`src/rtl/sega_pad_pkg.sv`:
```
// rtl/sega_pad_pkg.sv - phase codes, word bit positions and helpers for the DB9 pad scanner
package sega_pad_pkg;

    typedef enum logic [2:0] {
        PH_SEL_LO0    = 3'd0,
        PH_SEL_HI0    = 3'd1,
        PH_SAMPLE_HI  = 3'd2,
        PH_SAMPLE_LO  = 3'd3,
        PH_SEL_LO2    = 3'd4,
        PH_SAMPLE_ID  = 3'd5,
        PH_SAMPLE_EXT = 3'd6,
        PH_COMMIT     = 3'd7
    } phase_e;

    localparam int IDX_U = 0;
    localparam int IDX_D = 1;
    localparam int IDX_L = 2;
    localparam int IDX_R = 3;
    localparam int IDX_B = 4;
    localparam int IDX_C = 5;
    localparam int IDX_A = 6;
    localparam int IDX_S = 7;
    localparam int IDX_Z = 8;
    localparam int IDX_Y = 9;
    localparam int IDX_X = 10;
    localparam int IDX_M = 11;

    localparam int ACTIVE_PHASES = 8;

    typedef logic [11:0] pad_word_t;

    localparam pad_word_t PAD_IDLE = 12'hFFF;

    // Select level left on the line after a frame phase's action:
    // even phases pull it low, odd phases release it high.
    function automatic logic sel_level(input logic [2:0] ph);
        return ph[0];
    endfunction

endpackage

```
`src/rtl/sega_pad_port.sv`:
```
// rtl/sega_pad_port.sv - per-port pin synchroniser, shadow word and 6-button detection
module sega_pad_port
    import sega_pad_pkg::*;
(
    input  logic        clk_i,
    input  logic        res_n_i,
    input  logic        act_i,
    input  logic [2:0]  phase_i,
    input  logic [5:0]  pins_i,
    output logic [11:0] shadow_o,
    output logic        six_o
);

    logic [5:0] meta_q;
    logic [5:0] sync_q;
    logic [3:0] dirs;
    logic       p6;
    logic       p9;

    pad_word_t  shadow_q;
    pad_word_t  shadow_d;
    logic       tent_q;
    logic       tent_d;

    // Pins idle high, so the synchroniser resets to the released state.
    always_ff @(posedge clk_i or negedge res_n_i) begin
        if (!res_n_i) begin
            meta_q <= '1;
            sync_q <= '1;
        end else begin
            meta_q <= pins_i;
            sync_q <= meta_q;
        end
    end

    assign dirs = sync_q[3:0];
    assign p6   = sync_q[4];
    assign p9   = sync_q[5];

    always_comb begin
        shadow_d = shadow_q;
        tent_d   = tent_q;
        if (act_i) begin
            unique case (phase_e'(phase_i))
                PH_SAMPLE_HI: begin
                    shadow_d[IDX_R:IDX_U] = dirs;
                    shadow_d[IDX_C:IDX_B] = {p9, p6};
                    tent_d                = 1'b0;
                end
                PH_SAMPLE_LO: begin
                    // Left+right both low only happens on a Mega Drive pad with select low.
                    if (!dirs[IDX_R] && !dirs[IDX_L]) begin
                        shadow_d[IDX_S:IDX_A] = {p9, p6};
                    end else begin
                        shadow_d[IDX_S:IDX_B] = {2'b11, p9, p6};
                    end
                end
                PH_SAMPLE_ID: begin
                    if (dirs == 4'b0000) begin
                        tent_d = 1'b1;
                    end
                end
                PH_SAMPLE_EXT: begin
                    shadow_d[IDX_M:IDX_Z] = tent_q ? dirs : 4'b1111;
                end
                default: begin
                end
            endcase
        end
    end

    always_ff @(posedge clk_i or negedge res_n_i) begin
        if (!res_n_i) begin
            shadow_q <= PAD_IDLE;
            tent_q   <= 1'b0;
        end else begin
            shadow_q <= shadow_d;
            tent_q   <= tent_d;
        end
    end

    assign shadow_o = shadow_q;
    assign six_o    = tent_q;

endmodule

```
`src/rtl/sega_pad_scanner.sv`:
```
// rtl/sega_pad_scanner.sv - phase sequencer, select line and double-buffered commit for two DB9 ports
module sega_pad_scanner
    import sega_pad_pkg::*;
#(
    parameter int TICK_DIV     = 64,
    parameter int FRAME_PHASES = 256
)
(
    input  logic        clk_i,
    input  logic        res_n_i,
    input  logic        scan_en_i,
    input  logic [5:0]  joy1_pins_i,
    input  logic [5:0]  joy2_pins_i,
    output logic        p7_o,
    output logic [11:0] joy1_o,
    output logic [11:0] joy2_o,
    output logic        joy1_six_o,
    output logic        joy2_six_o,
    output logic        frame_valid_o
);

    localparam int CW = $clog2(TICK_DIV);
    localparam int PW = $clog2(FRAME_PHASES);

    logic [CW-1:0] presc_q;
    logic [CW-1:0] presc_d;
    logic [PW-1:0] phase_q;
    logic [PW-1:0] phase_d;
    logic          p7_q;
    logic          p7_d;

    logic          tick;
    logic          in_frame;
    logic          act;
    logic          commit;
    logic [2:0]    act_phase;

    pad_word_t     shadow1;
    pad_word_t     shadow2;
    logic          tent1;
    logic          tent2;

    pad_word_t     joy1_q;
    pad_word_t     joy2_q;
    logic          six1_q;
    logic          six2_q;
    logic          frame_valid_q;

    always_ff @(posedge clk_i or negedge res_n_i) begin
        if (!res_n_i) begin
            presc_q <= '0;
            phase_q <= '0;
            p7_q    <= 1'b1;
        end else begin
            presc_q <= presc_d;
            phase_q <= phase_d;
            p7_q    <= p7_d;
        end
    end

    always_comb begin
        presc_d = presc_q;
        phase_d = phase_q;
        p7_d    = p7_q;
        if (!scan_en_i) begin
            presc_d = '0;
            phase_d = '0;
            p7_d    = 1'b1;
        end else if (tick) begin
            presc_d = '0;
            phase_d = (phase_q == PW'(FRAME_PHASES - 1)) ? '0 : phase_q + 1'b1;
            // Idle phases keep select high so the 6-button pad's edge counter times out.
            p7_d    = in_frame ? sel_level(act_phase) : 1'b1;
        end else begin
            presc_d = presc_q + 1'b1;
        end
    end

    always_comb begin
        tick      = scan_en_i && (presc_q == CW'(TICK_DIV - 1));
        in_frame  = (32'(phase_q) < 32'(ACTIVE_PHASES));
        act_phase = phase_q[2:0];
        act       = tick && in_frame;
        commit    = act && (phase_e'(act_phase) == PH_COMMIT);
    end

    sega_pad_port u_port1 (
        .clk_i    (clk_i),
        .res_n_i  (res_n_i),
        .act_i    (act),
        .phase_i  (act_phase),
        .pins_i   (joy1_pins_i),
        .shadow_o (shadow1),
        .six_o    (tent1)
    );

    sega_pad_port u_port2 (
        .clk_i    (clk_i),
        .res_n_i  (res_n_i),
        .act_i    (act),
        .phase_i  (act_phase),
        .pins_i   (joy2_pins_i),
        .shadow_o (shadow2),
        .six_o    (tent2)
    );

    // Published words move only at commit, so consumers never see a half-scanned frame.
    always_ff @(posedge clk_i or negedge res_n_i) begin
        if (!res_n_i) begin
            joy1_q        <= PAD_IDLE;
            joy2_q        <= PAD_IDLE;
            six1_q        <= 1'b0;
            six2_q        <= 1'b0;
            frame_valid_q <= 1'b0;
        end else begin
            frame_valid_q <= commit;
            if (commit) begin
                joy1_q <= shadow1;
                joy2_q <= shadow2;
                six1_q <= tent1;
                six2_q <= tent2;
            end
        end
    end

    assign p7_o          = p7_q;
    assign joy1_o        = joy1_q;
    assign joy2_o        = joy2_q;
    assign joy1_six_o    = six1_q;
    assign joy2_six_o    = six2_q;
    assign frame_valid_o = frame_valid_q;

endmodule

```
`config.mk`:
```
export PLATFORM = sky130hd
export DESIGN_NAME = sega_pad_scanner
export DESIGN_NICKNAME = d
export VERILOG_FILES = /design/src/rtl/sega_pad_pkg.sv /design/src/rtl/sega_pad_port.sv /design/src/rtl/sega_pad_scanner.sv
export SDC_FILE = /design/constraint.sdc
export NUM_CORES = 1
export LEC_CHECK = 0
export CAP_MARGIN = 5
export CORE_UTILIZATION = 45
export CTS_CLUSTER_SIZE = 40
export DETAILED_ROUTE_END_ITERATION = 8
export PLACE_DENSITY = 0.77
export RECOVER_POWER = 100
export SETUP_SLACK_MARGIN = 0.15
export SKIP_CTS_REPAIR_TIMING = 1
export SLEW_MARGIN = 20
export SYNTH_ARGS = -nofsm -noshare
export SYNTH_HDL_FRONTEND = slang
export SYNTH_SLANG_ARGS = --single-unit
```
`constraint.sdc`:
```
create_clock -name clk_i -period 4.3 [get_ports clk_i]
set_input_delay 0.43 -clock clk_i [delete_from_list [all_inputs] [get_ports clk_i]]
set_output_delay 0.43 -clock clk_i [all_outputs]
set_load 0.05 [all_outputs]
```
; Word-level counts from Yosys, hierarchy flattened
; Index checks and enable logic that the tools add are counted.
[word_totals]
regBits = 92
input_bits = 15
out_inout_bits = 28
elab_cells = 77
[classes]
n_addsub = 2
magnitude_cmp = 1
n_eq_ne = 12
muxes = 20
n_reduce_logical = 20
[ops]
columns = cell, count
row1 = $mux 8, 3
row2 = $mux 6, 2
row3 = $reduce_and 3->1, 4
row4 = $eq 3x3->1 const B, 3
row5 = $add 8x1->8 const B, 1
row6 = $eq 8x8->1 const B, 1
row7 = $logic_not 4->1, 2
row8 = $lt 8x4->1 const B, 1
row9 = $mux 2, 4
row10 = $mux 4, 2
row11 = $pmux 2 s2, 2
row12 = $add 6x1->6 const B, 1
row13 = $eq 3x2->1 const B, 2
row14 = $eq 6x6->1 const B, 1
row15 = $ne 2x1->1 const B, 3
row16 = $reduce_and 2->1, 3
row17 = $logic_and 1x1->1, 5
row18 = $mux 1, 5
row19 = $logic_not 1->1, 4
row20 = $ne 2x2->1 const B, 2
row21 = $pmux 1 s2, 2
row22 = $reduce_bool 2->1, 2

; Logic depth before layout (Yosys ltp)
; Gate-level depths: netlist of the first run.
[depth]
word_depth = 4
mapped_depth = 6
ltp_nobuf = 6

; Modules after synthesis
; Synthesis of the first run repeated with hierarchy kept, for this count alone.
[unflattened]
cells_unflattened = 260
area_unflattened_um2 = 3664.8
[modules_own_cells]
columns = mod, instances, cells_per_inst, area_each_um2, seq_area_each_um2
row1 = sega_pad_scanner, 1, 144, 1878.1, 1082.3
row2 = sega_pad_port, 2, 58, 893.4, 655.6

; Worst setup path after synthesis of the first run
; Ideal clock, no wire load.
[synth_path]
path_kind = register to register
start = register phase_q[4]
end = register six1_q (netlist: joy1_six_o)
arrival_time_ns = 1.793
required_ns = 4.175
path_slack_ns = 2.382
stages_incl_launch_ff = 6
synth_period_minus_slack_ns = 1.918
path_cell_list = dfrtp_1 > or4_4 > nor2_8 > nand4_4 > buf_6 > mux2_4
[synth_between]
elab_chain_cells = 3
[synth_lines]
columns = item, line
row1 = "start, declared", sega_pad_scanner.sv:27  ; logic [PW-1:0] phase_q;
row2 = "start signal, assigned", sega_pad_scanner.sv:56  ; phase_q <= phase_d;
row3 = $lt 8x4->1, sega_pad_scanner.sv:81  ; in_frame = (32'(phase_q) < 32'(ACTIVE_PHASES));
row4 = $logic_and 1x1->1, sega_pad_scanner.sv:83  ; act = tick && in_frame;
row5 = $logic_and 1x1->1, sega_pad_scanner.sv:84  ; commit = act && (phase_e'(act_phase) == PH_COMMIT);
row6 = "end signal, assigned", sega_pad_scanner.sv:120  ; six1_q <= tent1;
row7 = "end, declared", sega_pad_scanner.sv:45  ; logic six1_q;
; Every way passes these cells.
; A chain may end at the register's enable or synchronous reset.

; Final worst setup path of the first run
[layout_path]
start = register phase_q[3]
end = register six2_q (netlist: joy2_six_o)
[layout_between]
elab_chain_cells = 3
[layout_lines]
columns = item, line
row1 = $lt 8x4->1, sega_pad_scanner.sv:81
row2 = $logic_and 1x1->1, sega_pad_scanner.sv:83
row3 = $logic_and 1x1->1, sega_pad_scanner.sv:84
row4 = "end signal, assigned", sega_pad_scanner.sv:121  ; six2_q <= tent2;
row5 = "end, declared", sega_pad_scanner.sv:46  ; logic six2_q;
; Every way passes these cells.

==> qor_table.md, run 1 <==
| Parameter | Reported | Unit |
|:---|:---|:---|
| Worst-case hold slack | 0.358 | ns |
| Clock Tree Buf Depth | 2 | - |
| I/O pin total | 43 | - |
| Post-synthesis share of cell area spent on full adders, half adders and majority gates | 1.69 | % |
| Number of global-route vias before repair | 2041 | - |
| RSZ-0062 raised after global routing | false | - |
| Worst clock skew | 0.00845 | ns |
| Wire per inst | 14.2 | um |
| Sequential Area | 2390 | um2 |
| Initial Util | 47.1 | % |
| Layout cells sized above 1 | 41.8 | % |
| Placement row count | 32 | - |
| Count of clock tree sinks | 92 | - |
| Total number of H-tree levels | 3 | - |
| Category of the worst setup path launch point | flip-flop | - |
| Normalized max-slew margin | -82.2 | % |
| Area overhead of the layout relative to synthesis | 16.9 | % |
| Number of enable-type register cells in the synthesized netlist | 0 | - |
| Clock tree from TritonCTS | yes | - |
| Core area | 7850 | um2 |
| Via-per-instance ratio | 4.98 | - |
| Worst setup path class | reg2reg | - |
| Residual antenna-violating net count after detailed routing | 0 | - |
| Sort of element at the end of the critical path | flip-flop | - |
| Number of design rule violations left after detail routing | 0 | - |
| Violated checks | max-capacitance violations, max-slew violations | - |
| Number of inserted diodes | 0 | - |
| Final number of setup-violating endpoints | 0 | - |
| Synth cell types | 36 | - |
| Hold Crit Class | reg2reg | - |
| Required time worst endpoint | 4.53 | ns |
| Fillcell total | 662 | - |
| Area of combinational cells with multiple inputs | 1150 | um2 |
| Min cycle time layout | 2.77 | ns |
| Pin count of the biggest net entering global routing | 57 | - |
| Synthesized instance count | 239 | - |
| Height of the chip | 92.6 | um |
| Post-Syn Area per Cell | 15.4 | um2 |
| Syn_nets | 259 | - |
| Max FO, Critical Path | 27 | - |
| Yosys Warn Count | 0 | - |
| Overall Global Routing Usage | 14.6 | % |
| Detailed Routing Iterations Pass 1 | 4 | - |
| Die width | 92.6 | um |
| Simple-gate share of the synthesized area | 10.5 | % |
| Dominant register cell in the synthesized netlist | sky130_fd_sc_hd__dfstp_2 | - |
| Iteration-0 DRC Markers | 59 | - |
| Number of antenna violations at the first check in global routing | 0 | - |
| Floorplan die area | 8570 | um2 |
| Clock latency on the worst-skew pair | 0.35 | ns |
| Final hold viol count | 0 | - |
| Status | complete, but fails checks | - |
| Max-cap check violation count | 1 | - |
| Proportion of register bits with asynchronous set or reset after synthesis | 100 | % |
| Transition time at the pin with the least slew margin | 2.73 | ns |
| Number of flip-flops and latches in the synthesized netlist | 92 | - |
| Pwr/cell area | 350 | nW/um2 |
| Most frequent standard cell in the layout excluding fill and tap cells | sky130_fd_sc_hd__dfstp_2 | - |
| Static Leakage | 1.88 | nW |
| Fraction of the yosys area taken by sequential cells | 64.8 | % |
| F_max | 362 | MHz |
| Wire length on met3 | 151 | um |
| Synth Cell Area | 3690 | um2 |
| Met2 wirelength from detailed routing | 2.76 | mm |
| HPWL after detailed placement | 3.84 | mm |
| Vias after detailed routing | 1973 | - |
| Root buffer cell | sky130_fd_sc_hd__clkbuf_8 | - |
| Xor-xnor portion of the synthesized cell area | 1.42 | % |
| Highest signal layer in the routed design | met4 | - |
| Setup TNS | 0 | ns |
| Gr ovfl total | 0 | - |
| Data arrival time of the critical path | 2.99 | ns |
| TritonCTS buffer count | 9 | - |
| Total Routed Length | 5.63 | mm |
| Met1 layer wirelength in the final routing | 2.64 | mm |
| Share of the clock period used by the worst path after layout | 64.3 | % |
| GP Congestion | 0.799 | - |
| Share of cell area taken by muxes after synthesis | 17.2 | % |
| Number of port buffers | 42 | - |
| Main combinational cell family by area after synthesis | multiplexers | - |
| Complex-gate fraction of the synthesized area | 3.08 | % |
| Clock transition at the register clock pins on the worst setup and hold paths after CTS | 0.08 | ns |
| Most frequent cells in the layout | 73 x sky130_fd_sc_hd__dfstp_2, 40 x sky130_fd_sc_hd__dlygate4sd3_1, 31 x sky130_fd_sc_hd__mux2_2 | - |
| Global-route wire length before repair | 9.66 | mm |
| Peak supply drop | 0.198 | mV |
| Final Slew Violations | 57 | - |
| Net count reported at finish | 309 | - |
==> worst paths after layout <==
kind,cells after the start,slack [ns],to,start
worst max register to register,4,1.53,joy2_six_o,phase_q[3]
worst max-delay path,4,1.53,joy2_six_o,phase_q[3]
min in group asynchronous,1,0.95,frame_valid_o,res_n_i
max in group asynchronous,2,1.70,joy2_o[5],res_n_i
worst min register to register,0,0.36,u_port2.sync_q[2],u_port2.meta_q[2]
worst min-delay path,0,0.36,u_port2.sync_q[2],u_port2.meta_q[2]
==> where the power goes <==
| group | internal, mW | switching (mW) | total [mW] |
|---|---|---|---|
| Combinational | 0.0131 | 0.0209 | 0.0340 |
| Clock | 0.301 | 0.277 | 0.578 |
| Sequential | 0.890 | 0.00920 | 0.899 |
==> sequential cells by signal, indices dropped and copies added, names as in the netlist <==
name              cells
frame_valid_o         1
joy1_o               12
joy1_six_o            1
joy2_o               12
joy2_six_o            1
p7_o                  1
phase_q               8
presc_q               6
u_port1.meta_q        6
u_port1.shadow_o     12
u_port1.six_o         1
u_port1.sync_q        6
u_port2.meta_q        6
u_port2.shadow_o     12
u_port2.six_o         1
u_port2.sync_q        6
==> cell usage after synthesis, types with 4 or more instances <==
cell / number / area [um2]
sky130_fd_sc_hd__and3_1: 4 / 25.0
sky130_fd_sc_hd__nand3_1: 9 / 45.0
sky130_fd_sc_hd__and2_1: 6 / 37.5
sky130_fd_sc_hd__ha_1: 5 / 62.6
sky130_fd_sc_hd__dfrtp_1: 19 / 475
sky130_fd_sc_hd__nand2_1: 4 / 15.0
sky130_fd_sc_hd__or3_1: 4 / 25.0
sky130_fd_sc_hd__mux2_4: 19 / 285
sky130_fd_sc_hd__a31oi_1: 7 / 43.8
sky130_fd_sc_hd__dfstp_2: 73 / 1920
sky130_fd_sc_hd__inv_1: 4 / 15.0
sky130_fd_sc_hd__nor2_1: 8 / 30.0
sky130_fd_sc_hd__nand2b_1: 8 / 50.1
sky130_fd_sc_hd__mux2_2: 31 / 349
==> layout make-up <==
class / count / share of cell area, %
clock inverter: 3 / 1.04
sequential: 92 / 55.4
tap: 102 / 2.96
timing repair buffer: 44 / 9.94
multi-input combinational: 138 / 26.6
inverter: 4 / 0.348
clock buffer: 13 / 3.68
==> kinds of logic after synthesis <==
group                      Yosys count
buffers and inverters                9
AOI/OAI and AO/OA                   18
and+or+nand+nor                     59
adders and majority gates            5
muxes                               50
DFF                                 92
xor gates and xnor gates             6
==> per-stage QoR <==
stage / setup slack (ns) / cells / utilization (%) / power (mW) / instance area [um2]
floorplan: 2.38 / 239 / - / 0.917 / 3690
global placement: 1.75 / 380 / 53.8 / 0.951 / 4220
detailed placement: 1.70 / 380 / 53.8 / 0.952 / 4220
CTS: 1.95 / 396 / 56.4 / 1.53 / 4420
global route: 1.20 / 396 / 55.0 / 1.58 / 4320
finish: 1.53 / 396 / 55.0 / 1.51 / 4320
==> layer usage <==
metal,up-vias,track usage [%]
li1,944,-
met1,993,18.9
met2,30,23.5
met3,6,2.96
met4,0,7.03
met5,-,0
==> worst max-delay path: stages (launching register included) <==
cell and delay [ns]:
sky130_fd_sc_hd__dfrtp_1 0.44, sky130_fd_sc_hd__or4_2 0.66, sky130_fd_sc_hd__nor2_1 0.53, sky130_fd_sc_hd__nand4_4 0.52, sky130_fd_sc_hd__mux2_1 0.48
Note: power is estimated with default switching activity, not from simulation.
==> run 2: changes to the inputs <==
Clock period 4.3 ns to 2.73 ns, I/O delays scaled along.
==> qor_table.md, run 2 (same netlist as run 1, synthesis figures left out) <==
| Parameter | Reported | Unit | Change |
|:---|:---|:---|:---|
| Number of inserted diodes | 0 | - | unchanged |
| Height of the chip | 92.6 | um | unchanged |
| Floorplan die area | 8570 | um2 | unchanged |
| Area overhead of the layout relative to synthesis | 17.4 | % |  |
| Number of port buffers | 42 | - | unchanged |
| Normalized max-slew margin | -16.4 | % | +66 points |
| Clock latency on the worst-skew pair | 0.36 | ns | about the same |
| Max-cap check violation count | 1 | - | unchanged |
| Setup TNS | 0 | ns | unchanged |
| Residual antenna-violating net count after detailed routing | 0 | - | unchanged |
| Die width | 92.6 | um | unchanged |
| Data arrival time of the critical path | 2.52 | ns | -0.47 ns |
| Detailed Routing Iterations Pass 1 | 5 | - | +1 |
| Fillcell total | 685 | - | +3.5% |
| Clock tree from TritonCTS | yes | - |  |
| Count of clock tree sinks | 92 | - | unchanged |
| Number of global-route vias before repair | 2070 | - | +1.4% |
| Total number of H-tree levels | 3 | - | unchanged |
| Wire per inst | 14.4 | um | +1.2% |
| Worst clock skew | 0.0102 | ns | +0.00178 ns |
| Final Slew Violations | 36 | - | -37% |
| Share of the clock period used by the worst path after layout | 81.7 | % | +17 points |
| Category of the worst setup path launch point | flip-flop | - |  |
| I/O pin total | 43 | - | unchanged |
| Final number of setup-violating endpoints | 0 | - | unchanged |
| Clock transition at the register clock pins on the worst setup and hold paths after CTS | 0.08 | ns | about the same |
| Vias after detailed routing | 2039 | - | +3.3% |
| Net count reported at finish | 313 | - | +1.3% |
| Most frequent cells in the layout | 73 x sky130_fd_sc_hd__dfstp_2, 41 x sky130_fd_sc_hd__dlygate4sd3_1, 31 x sky130_fd_sc_hd__mux2_2 | - |  |
| Clock Tree Buf Depth | 2 | - | unchanged |
| Min cycle time layout | 2.23 | ns | -0.535 ns |
| Overall Global Routing Usage | 15.2 | % | +0.55 points |
| RSZ-0062 raised after global routing | false | - |  |
| Transition time at the pin with the least slew margin | 1.75 | ns | -0.987 ns |
| Root buffer cell | sky130_fd_sc_hd__clkbuf_8 | - |  |
| Via-per-instance ratio | 5.10 | - | +2.3% |
| TritonCTS buffer count | 9 | - | unchanged |
| F_max | 448 | MHz | +24% |
| Global-route wire length before repair | 9.92 | mm | +2.6% |
| Pin count of the biggest net entering global routing | 36 | - | -37% |
| Sort of element at the end of the critical path | flip-flop | - |  |
| Initial Util | 47.1 | % | unchanged |
| Static Leakage | 1.90 | nW | +0.88% |
| HPWL after detailed placement | 4.10 | mm | +6.7% |
| Worst setup path class | reg2reg | - |  |
| Peak supply drop | 0.235 | mV | +19% |
| Required time worst endpoint | 3.02 | ns | -1.51 ns |
| Violated checks | max-capacitance violations, max-slew violations | - |  |
| Worst-case hold slack | 0.358 | ns | -0.000240 ns |
| Hold Crit Class | reg2reg | - |  |
| Most frequent standard cell in the layout excluding fill and tap cells | sky130_fd_sc_hd__dfstp_2 | - |  |
| Critical Path, Cell by Cell | ha_1 > nand3_1 > nor2_1 > buf_4 > nand4_1 > mux2_2 | - |  |
| Number of antenna violations at the first check in global routing | 0 | - | unchanged |
| Post-Place Cell Area | 4240 | um2 | +0.53% |
| Max FO, Critical Path | 17 | - | -37% |
| Core area | 7850 | um2 | unchanged |
| Placement row count | 32 | - | unchanged |
| Final hold viol count | 0 | - | unchanged |
| Layout cells sized above 1 | 42.3 | % | +0.45 points |
| Max incr delay on CP | 0.43 | ns | -0.23 ns |
| Critical-path cell with the highest stage delay | sky130_fd_sc_hd__mux2_2 | - |  |
| Post-route design area | 4330 | um2 | +0.41% |
| Iteration-0 DRC Markers | 64 | - | +8.5% |
| GP Congestion | 0.838 | - | +4.8% |
| Number of design rule violations left after detail routing | 0 | - | unchanged |
| Total Routed Length | 5.75 | mm | +2.2% |
| Pwr/cell area | 527 | nW/um2 | +51% |
| Status | complete, but fails checks | - |  |
| Gr ovfl total | 0 | - | unchanged |
[run 2: critical path: cells and delay by family (launching register included)]
kind,cells,cell delay (ns)
simple gates,3,0.87
mux,1,0.43
flops,1,0.40
buf+inv,1,0.26
fa+ha+maj,1,0.20
[run 2: final timing paths]
kind | from | endpoint | slack (ns) | cells past startpoint
worst max-delay path | presc_q[0] | u_port1.shadow_o[10] | 0.50 | 6
worst min register to register | u_port1.meta_q[2] | u_port1.sync_q[2] | 0.36 | 0
worst max register to register | presc_q[0] | u_port1.shadow_o[10] | 0.50 | 6
worst min-delay path | u_port1.meta_q[2] | u_port1.sync_q[2] | 0.36 | 0
max in group asynchronous | res_n_i | u_port2.sync_q[5] | 0.65 | 3
min in group asynchronous | res_n_i | u_port2.six_o | 0.91 | 2
[run 2: per-layer routing]
layer	share of wire, %	wire length [um]	track usage [%]
met3	3.8	221	3.78
met1	46	2630	19.8
met2	49	2820	24.1
met5	0	0	0
met4	1.5	88	6.25
[run 2: cell type report]
type / instances / area [um2] / area share [%]
Tap cell: 102 / 128 / 2.94
Timing Repair Buffer: 48 / 462 / 10.7
Inverter: 4 / 15.0 / 0.346
Clock inverter: 5 / 35.0 / 0.808
Clock buffer: 11 / 141 / 3.26
Multi-Input combinational cell: 138 / 1160 / 26.8
Sequential cell: 92 / 2390 / 55.2
[run 2: where the power goes]
part           internal, mW  switching, mW
Combinational        0.0237         0.0339
Sequential             1.40         0.0144
Clock                 0.358          0.453
[run 2: through the flow]
| stage | utilization (%) | power [mW] | instances | worst slack [ns] |
|---|---|---|---|---|
| after floorplan | - | 1.44 | 239 | 0.812 |
| after detailed placement | 54.0 | 1.50 | 383 | 0.611 |
| final | 55.2 | 2.29 | 400 | 0.500 |
| after global placement | 54.0 | 1.50 | 383 | 0.677 |
| after CTS | 56.3 | 2.31 | 399 | 0.632 |
| after global routing | 55.2 | 2.38 | 400 | 0.315 |
==> run 3: changes to the inputs <==
Clock period 2.73 ns to 2.3 ns, I/O delays scaled along.
==> qor_table.md, run 3 (same netlist as run 1, synthesis figures left out) <==
| Parameter | Reported | Unit | Change |
|:---|:---|:---|:---|
| Worst setup path class | reg2reg | - |  |
| Height of the chip | 92.6 | um | unchanged |
| Wire per inst | 15.0 | um | +4.3% |
| Number of port buffers | 42 | - | unchanged |
| Most frequent cells in the layout | 73 x sky130_fd_sc_hd__dfstp_2, 41 x sky130_fd_sc_hd__dlygate4sd3_1, 30 x sky130_fd_sc_hd__mux2_2 | - |  |
| Internal | 2.11 | mW | +19% |
| Wire length on met3 | 203 | um | -8.1% |
| Number of global-route vias before repair | 2105 | - | +1.7% |
| Number of inserted diodes | 0 | - | unchanged |
| F_max | 484 | MHz | +7.9% |
| Floorplan die area | 8570 | um2 | unchanged |
| Final Worst Setup Slack | 0.233 | ns | -0.266 ns |
| Critical hold path startpoint | u_port2.meta_q[2] | - |  |
| Static Leakage | 1.94 | nW | +2.1% |
| Net Sw Power | 0.577 | mW | +15% |
| HPWL after detailed placement | 4.28 | mm | +4.4% |
| Hold Crit Class | reg2reg | - |  |
| Detailed Routing Iterations Pass 1 | 4 | - | -1 |
| Switching share of power | 21.4 | % | -0.50 points |
| Number of antenna violations at the first check in global routing | 0 | - | unchanged |
| Total number of H-tree levels | 3 | - | unchanged |
| TritonCTS buffer count | 9 | - | unchanged |
| Pin count of the biggest net entering global routing | 40 | - | +11% |
| Transition time at the pin with the least slew margin | 0.964 | ns | -0.782 ns |
| Net count reported at finish | 314 | - | +0.32% |
| Fillcell total | 674 | - | -1.6% |
| Worst setup slack after placement | 0.221 | ns | -0.390 ns |
| Critical Path, Cell by Cell | or4_4 > nor2_8 > nand4_4 > buf_4 > mux2_1 | - |  |
| Clock latency on the worst-skew pair | 0.34 | ns | -0.02 ns |
| Portion of total power attributed to the clock network | 35.0 | % | -0.5 points |
| Pwr/cell area | 619 | nW/um2 | +17% |
| Normalized max-slew margin | 35.7 | % | +52 points |
| Proportion of power drawn by flip-flops and latches | 62.5 | % | +0.5 points |
| Final Slew Violations | 0 | - | -100% |
| Status | complete, no violations | - |  |
| Number of design rule violations left after detail routing | 0 | - | unchanged |
| Initial Util | 47.1 | % | unchanged |
| GP Congestion | 0.793 | - | -5.4% |
| I/O pin total | 43 | - | unchanged |
| Max FO, Critical Path | 27 | - | +10 |
| Vias after detailed routing | 2023 | - | -0.78% |
| Iteration-0 DRC Markers | 81 | - | +27% |
| Max-cap check violation count | 0 | - | -1 |
| Final number of setup-violating endpoints | 0 | - | unchanged |
| Area overhead of the layout relative to synthesis | 17.7 | % |  |
| Count of clock tree sinks | 92 | - | unchanged |
| Max incr delay on CP | 0.59 | ns | +0.16 ns |
| Data arrival time of the critical path | 2.30 | ns | -0.22 ns |
| Clock transition at the register clock pins on the worst setup and hold paths after CTS | 0.08 | ns | about the same |
| Global-route wire length before repair | 10.5 | mm | +6.1% |
| Overall Global Routing Usage | 16.0 | % | +0.88 points |
| Met1 layer wirelength in the final routing | 2.77 | mm | +5.4% |
| Min cycle time layout | 2.07 | ns | -0.164 ns |
| Placement row count | 32 | - | unchanged |
| Met2 wirelength from detailed routing | 2.97 | mm | +5.5% |
| RSZ-0062 raised after global routing | false | - |  |
| Clock Tree Buf Depth | 2 | - | unchanged |
| Root buffer cell | sky130_fd_sc_hd__clkbuf_8 | - |  |
| Worst clock skew | 0.00907 | ns | -0.00116 ns |
| Final hold viol count | 0 | - | unchanged |
| Share of the clock period used by the worst path after layout | 89.9 | % | +8.2 points |
| Core area | 7850 | um2 | unchanged |
| Setup TNS | 0 | ns | unchanged |
| Via-per-instance ratio | 5.04 | - | -1.0% |
| Portion of total power attributed to combinational logic | 2.5 | % | about the same |
| Peak supply drop | 0.331 | mV | +41% |
| Clock tree from TritonCTS | yes | - |  |
| Highest signal layer in the routed design | met4 | - |  |
| Die width | 92.6 | um | unchanged |
| Critical path launch point | phase_q[4] | - |  |
| Layout cells sized above 1 | 43.1 | % | +0.86 points |
| Most frequent standard cell in the layout excluding fill and tap cells | sky130_fd_sc_hd__dfstp_2 | - |  |
| Required time worst endpoint | 2.53 | ns | -0.49 ns |
| FF-to-FF Start | phase_q[4] | - |  |
| Critical-path cell with the highest stage delay | sky130_fd_sc_hd__or4_4 | - |  |
| Residual antenna-violating net count after detailed routing | 0 | - | unchanged |
| Gr ovfl total | 0 | - | unchanged |
| Total Routed Length | 6.02 | mm | +4.6% |
| Category of the worst setup path launch point | flip-flop | - |  |
| Sort of element at the end of the critical path | flip-flop | - |  |
run 3: area by class of cell:
cell class              instances  area (um2)  area share (%)
clock buffers                  12         145            3.34
clock inverters                 4        25.0           0.576
inverters                       4        15.0           0.345
multi-input cells             138        1180            27.1
flip-flops and latches         92        2390            55.1
well taps                     102         128            2.94
repair buffers                 49         462            10.6
run 3: final timing paths:
kind,slack (ns),depth (start not counted),endpoint
setup / recovery,0.23,5,joy2_six_o
hold / removal,0.36,0,u_port2.sync_q[2]
setup reg to reg,0.23,5,joy2_six_o
hold reg to reg,0.36,0,u_port2.sync_q[2]
max in group asynchronous,0.62,3,joy2_six_o
min in group asynchronous,0.58,2,joy1_six_o
run 3: critical path: cells and delay by family, from the launching register on:
family,cells,cell delay [ns]
buffers and inverters,1,0.26
muxes,1,0.35
DFF,1,0.44
and+or+nand+nor,3,0.88
run 3: per-layer routing:
metal | vias to the layer above | track usage (%)
li1 | 959 | -
met1 | 1023 | 21.1
met3 | 7 | 3.04
met5 | - | 0
met4 | 0 | 7.03
met2 | 34 | 25.9
run 3: power groups by stage:
stage	sequential [mW]	combinational [mW]	clock, mW
2_1_floorplan	1.70	0.0125	0
3_3_place_gp	1.71	0.0752	0
3_5_place_dp	1.71	0.0764	0
4_1_cts	1.68	0.0767	0.973
5_1_grt	1.69	0.0804	1.04
6_report	1.68	0.0685	0.941
run 3: through the flow:
step | util (%) | hold slack, ns | total power [mW] | instance area, um2 | std cells
global route | 55.4 | 0.363 | 2.80 | 4350 | 401
finish | 55.4 | 0.358 | 2.69 | 4350 | 401
floorplan | - | -0.0656 | 1.71 | 3690 | 239
CTS | 56.5 | -0.151 | 2.73 | 4430 | 400
detailed placement | 54.3 | 0.229 | 1.79 | 4260 | 384
global placement | 54.3 | 0.226 | 1.78 | 4260 | 384
